$ cat src/rtl/hour_counter.sv
// Hour stage of a clock/calendar chain: accepts minute values from an asynchronous
// minute stage, advances on a 59->0 rollover, and supports load and 12/24h display.
module hour_counter #(
    parameter int unsigned MIN_WRAP = 59
) (
    input  logic       clk,
    input  logic       reset,
    input  logic [6:0] minutes,
    input  logic       set,
    input  logic [4:0] set_hours,
    input  logic       mode_12h,
    output logic [4:0] hours,
    output logic [4:0] disp_hours,
    output logic       pm,
    output logic       day_tick,
    output logic       set_err
);

    localparam logic [6:0] MIN_WRAP_L = 7'(MIN_WRAP);
    localparam logic [4:0] HOUR_MAX   = 5'd23;

    logic [6:0] s1;
    logic [6:0] s2;
    logic [6:0] s3;
    logic [6:0] m_acc;

    logic       accept;
    logic       cand_ok;
    logic       rollover;
    logic       set_valid;
    logic       set_bad;
    logic [4:0] hours_inc;
    logic [4:0] hr_mod;

    // A value is taken only once it has been stable across two synchronized samples,
    // which filters single-cycle glitches from the asynchronous minute bus.
    assign accept    = (s2 == s3) && (s2 != m_acc);
    assign cand_ok   = (s2 <= MIN_WRAP_L);
    assign rollover  = accept && cand_ok && (m_acc == MIN_WRAP_L) && (s2 == 7'd0);
    assign set_valid = set && (set_hours <= HOUR_MAX);
    assign set_bad   = set && (set_hours > HOUR_MAX);
    assign hours_inc = (hours == HOUR_MAX) ? 5'd0 : hours + 5'd1;

    always_ff @(posedge clk or negedge reset) begin
        if (!reset) begin
            s1 <= 7'd0;
            s2 <= 7'd0;
            s3 <= 7'd0;
        end else begin
            s1 <= minutes;
            s2 <= s1;
            s3 <= s2;
        end
    end

    always_ff @(posedge clk or negedge reset) begin
        if (!reset) begin
            m_acc <= 7'd0;
        end else if (accept && cand_ok) begin
            m_acc <= s2;
        end
    end

    // A valid load overrides a coincident rollover; an invalid load is ignored.
    always_ff @(posedge clk or negedge reset) begin
        if (!reset) begin
            hours    <= 5'd0;
            day_tick <= 1'b0;
            set_err  <= 1'b0;
        end else begin
            set_err  <= set_bad;
            day_tick <= 1'b0;
            if (set_valid) begin
                hours <= set_hours;
            end else if (rollover) begin
                hours    <= hours_inc;
                day_tick <= (hours == HOUR_MAX);
            end
        end
    end

    always_comb begin
        hr_mod = (hours >= 5'd12) ? hours - 5'd12 : hours;
        if (mode_12h) begin
            disp_hours = (hr_mod == 5'd0) ? 5'd12 : hr_mod;
        end else begin
            disp_hours = hours;
        end
    end

    assign pm = (hours >= 5'd12);

endmodule
$ cat config.mk
export PLATFORM = sky130hd
export DESIGN_NAME = hour_counter
export DESIGN_NICKNAME = d
export VERILOG_FILES = /design/src/rtl/hour_counter.sv
export SDC_FILE = /design/constraint.sdc
export NUM_CORES = 1
export LEC_CHECK = 0
export CORE_ASPECT_RATIO = 0.9
export CORE_UTILIZATION = 51
export CTS_CLUSTER_SIZE = 24
export DETAILED_ROUTE_END_ITERATION = 12
export GPL_ROUTABILITY_DRIVEN = 0
export PLACE_DENSITY = 0.86
export SYNTH_ARGS = -nofsm -noshare
export SYNTH_HDL_FRONTEND = slang
export SYNTH_SLANG_ARGS = --single-unit
$ cat constraint.sdc
create_clock -name clk -period 2.2 [get_ports clk]
set_input_delay 0.44 -clock clk [delete_from_list [all_inputs] [get_ports clk]]
set_output_delay 0.44 -clock clk [all_outputs]
set_load 0.05 [all_outputs]
# Word level (Yosys, flattened, before mapping)
# Cells that the tools add are included.
# word_totals
regBits	35
output_inout_bits	13
elab_cells	34
# classes
mux	8
n_lt_le_gt_ge	4
n_reduce_logical	9
eq_ne	4
addsub	2
# ops
op	n
2-to-1 mux 5 bit	6
equality test 7 x 6 -> 1 bit, second input constant	1
equality test 7 bit	1
less-or-equal comparator 7 x 6 -> 1 bit, second input constant	1
logical NOT 7 bit	1
!= test 7 bit	1
logical AND 1 bit	6
adder 5 x 1 -> 5 bit, second input constant	1
equality test 5 bit, second input constant	1
greater-or-equal comparator 5 x 4 -> 1 bit, second input constant	1
greater-than comparator 5 bit, second input constant	1
less-or-equal comparator 5 bit, second input constant	1
logical NOT 5 bit	1
subtractor 5 x 4 -> 5 bit, second input constant	1
2-to-1 mux 1 bit	2
nonzero test 2 bit	1

# Depth between registers and ports, before layout
# depth
depth_word	7
depth_mapped	7

# Least setup slack after synthesis
# No wires, ideal clock.
# synth_path
path_type	register -> output
startpoint	register hours[0]
endpoint	output port disp_hours[0]
slack_ps	-932
path_stages_with_launch	7
n_path_buf	0
arrival_ps	2692
cell_sequence	dfrtp_1 inv_1 ha_1 a221o_1 nand2_1 o21ai_0 a31oi_1
# synth_between
elab_chain_len	5
word_cells_on_any_way	6
# synth_rtl
element	line_no	source
start: declaration	12	output logic [4:0] hours,
start signal: assignment	74	hours <= set_hours;
start signal: assignment	76	hours <= hours_inc;
greater-or-equal comparator 5 x 4 -> 1 bit *	n/a	
named net pm	14	output logic pm,
2-to-1 mux 5 bit *	83	hr_mod = (hours >= 5'd12) ? hours - 5'd12 : hours;
logical NOT 5 bit	85	disp_hours = (hr_mod == 5'd0) ? 5'd12 : hr_mod;
2-to-1 mux 5 bit *	85	
2-to-1 mux 5 bit *	84	if (mode_12h) begin
end: declaration	13	output logic [4:0] disp_hours,
# The timed path passes the listed nets; every way through them passes the cells marked *.

# Worst setup path after layout
# layout_path
startpoint	register hours[2]
endpoint	output port disp_hours[2]
# layout_between
elab_chain_len	5
word_cells_on_any_way	6
# layout_rtl
element	line_no
subtractor 5 x 4 -> 5 bit or greater-or-equal comparator 5 x 4 -> 1 bit (tied branches)	83
2-to-1 mux 5 bit	83
logical NOT 5 bit	85
2-to-1 mux 5 bit	85
2-to-1 mux 5 bit *	84
# Mark *: on every way between the ends. The rest lies on a longest branch, timed or not.

==> flow_summary.ini <==
[synthesis]
synth_area_leaders = dfrtp_1 (54%), xnor2_1 (5.4%), ha_1 (3.1%), mux2_2 (2.8%), xor2_1 (2.7%)
yosysTopAreaCell = dfrtp_1
yosysUniqueCellTypes = 37
synth_area_um2 = 1630
ys_seq_area_share_pct = 53.9
yosysWarnings = 0
synthesis.nets = 149
synth.top_cell.area_share_pct = 53.9
syn_avg_cell_area_um2 = 12.6
syn_inst = 129
ys_seq_elements = 35

[status]
status = finished with violations
violations = setup timing

[worst_setup_path]
crit_chain = buf_6 > a221o_4 > o21ai_4 > nand3_2 > nand2_4 > buf_12
startpoint = hours[2]$_DFFE_PN0P_
critPathTopFamily = compound AO/OA/AOI/OAI gates
cp-start-kind = flop
crit_path_end_kind = output pin
cp.required_ps = 1760
r2r-start = s2[2]$_DFF_PN0_
crit_fanout = 4
r2r-end = hours[3]$_DFFE_PN0P_
cp_num_buf_inv = 2
reg2regPathDepth = 4
slowest_delay_ps = 460
r2r_slack_ps = 270
critPathKind = reg2out
cp.arrival_ps = 1990
critPathSlowestCell = dfrtp_2

[clocking]
clockBufferDepth = 2
hold_buffers = 0
root_buffer = clkbuf_4
clk-insertion-delay-late_ps = 350
cts.clk_slew.worst_paths_ps = 110
tritoncts = done
cts.sinks = 35
numCtsBuffers = 5
htree_levels = 2

[layout]
finalInstanceArea_um2 = 2350
layout.nets = 198
utilization_pct = 77.3
diodes = 0
layoutNonFillerInstCount = 221
fill_cells = 189
syn2layout_area_growth_pct = 44.6
drive_gt1_share_pct = 35.8

[worst_hold_path]
hold_start = s1[1]$_DFF_PN0_
min_to = s2[1]$_DFF_PN0_
hold_path_class = reg2reg
whs_path_depth = 0

[die]
dieWidth_um = 61.5
dieArea_um2 = 3420
die_h_um = 55.6
core_area_um2 = 3040
rows = 19
num_io_pins = 29
initial_utilization_pct = 53.4

[place]
place_hpwl_um = 2360
port_buffers = 28
place_inst = 204
placed_cell_area_um2 = 2140
place_ws_ps = 55.8

[power_and_ir_drop]
power_mw = 1.80
vdd_drop_max_v = 0.000588
leakagePower_nw = 1.04
power_density_nw_per_um2 = 766

[route]
drtIter0Drc = 70
drcViolationCount = 0
drtAntennaViolNets = 0
wl_um = 3720
viasPerCell = 5.58
via_count = 1233
routedWlPerCell_um = 16.8
first_pass_iters = 4

[sta]
finalCritPeriodShare_pct = 110
tightest_slew_ps = 521
hold_viol = 0
relSlewSlack_pct = 65.1
drv_slew = 0
max_freq_mhz = 411
finalClockSkew_ps = 11.3
fin_ws_ps = -231
grt_setup_unrepaired = yes
setup-violations-final = 4
min_period_ps = 2430

[global_routing]
grt_max_degree = 36
grt_pass1_vias = 1247
gr-usage-all-layers_pct = 24.6
grt_overflow = 0
grt_antenna_before_repair = 0
grt_pass1_wl_um = 5780

[flow_run]
cap_violations = 0
==> flip-flops by register name, indices dropped and copies added (netlist names) <==
name	flops
hours	5
s2	7
m_acc	7
s3	7
day_tick	1
s1	7
set_err	1
==> synth_stat cells, drive strengths merged <==
cell type  instances
o41ai              4
nor4               2
a221oi             1
a21boi             1
a22oi              1
a31oi              3
xnor2             10
o2111a             1
nand3b             1
nor4b              2
a221o              1
a21oi              5
nand2              5
and2               3
and3               3
and4b              1
nor2               7
nor2b              1
nand2b             3
nor3               2
nand4              5
nand3              2
inv                7
clkbuf             1
o22a               1
ha                 4
mux2               6
xor2               5
nand4b             1
o21ai              5
dfrtp             35
==> metal layers <==
layer	vias to the layer above	global-route usage, %	part of all wire, %
li1	565	-	-
met1	596	32.9	42
met2	55	35.0	48
met3	17	7.96	6.0
met4	0	13.7	4.8
met5	-	0	0
==> worst max path at each step <==
stage                          endpoint  slack, ps  depth (start not counted)
after detailed placement  disp_hours[2]         60                          6
after CTS                 disp_hours[2]       -210                          6
after global placement    disp_hours[2]        100                          6
after floorplan           disp_hours[3]       -140                          5
after global routing      disp_hours[2]       -270                          6
final                     disp_hours[2]       -230                          6
==> power breakdown <==
group	total (mW)	internal [mW]	leakage (nW)	switching, mW
clock	0.499	0.274	0.0489	0.225
combinational	0.564	0.260	0.572	0.305
sequential	0.737	0.689	0.421	0.0475
total	1.80	1.22	1.04	0.577
==> worst register-to-register path: stages, from the launching register on <==
cell      delay (ps)
dfrtp_1          490
xnor2_1          350
nand4_4          260
o41ai_1          570
a21boi_1         140
==> cell families (layout without fill, tap and decap cells) <==
group | after synthesis | after routing | synth area share [%]
fa+ha+maj | 4 | 4 | 3.08
simple gates | 38 | 38 | 17.9
buf+inv | 8 | 58 | 1.85
compound gates | 23 | 23 | 10.5
xor+xnor | 15 | 15 | 8.08
mux | 6 | 6 | 4.62
flops | 35 | 35 | 53.9
==> final cells by class <==
class                      instances  area (um2)  share of cell area [%]
multi-input combinational         86         835                    35.5
inverter                           7        28.8                    1.22
clock inverter                     2        38.8                    1.65
timing repair buffer              43         464                    19.7
tap                               42        52.6                    2.24
sequential                        35         881                    37.5
clock buffer                       6        51.3                    2.18
==> cell usage in the layout, fill, tap and decap left out, drive strengths merged, types with 2 or more instances in the layout <==
cell / Yosys / routed
a21oi: 5 / 5
a31oi: 3 / 3
and2: 3 / 3
and3: 3 / 3
buf: 0 / 21
clkbuf: 1 / 6
clkdlybuf4s50: 0 / 20
dfrtp: 35 / 35
ha: 4 / 4
inv: 7 / 8
mux2: 6 / 6
nand2: 5 / 5
nand2b: 3 / 3
nand3: 2 / 2
nand4: 5 / 5
nor2: 7 / 7
nor3: 2 / 2
nor4: 2 / 2
nor4b: 2 / 2
o21ai: 5 / 5
o41ai: 4 / 4
xnor2: 10 / 10
xor2: 5 / 5
==> through the flow <==
step / TNS (ps) / hold WS [ps]
2_1_floorplan: -471 / 144
3_3_place_gp: 0 / 333
3_5_place_dp: 0 / 335
4_1_cts: -751 / 360
5_1_grt: -964 / 364
6_report: -799 / 355
==> repair_timing <==
item	CTS	global route
gates resized for setup	14	4
endpoints found under the setup margin	4	7
buffers inserted	8	1
pin swaps	6	4
Note: power is estimated with default switching activity, not from simulation.
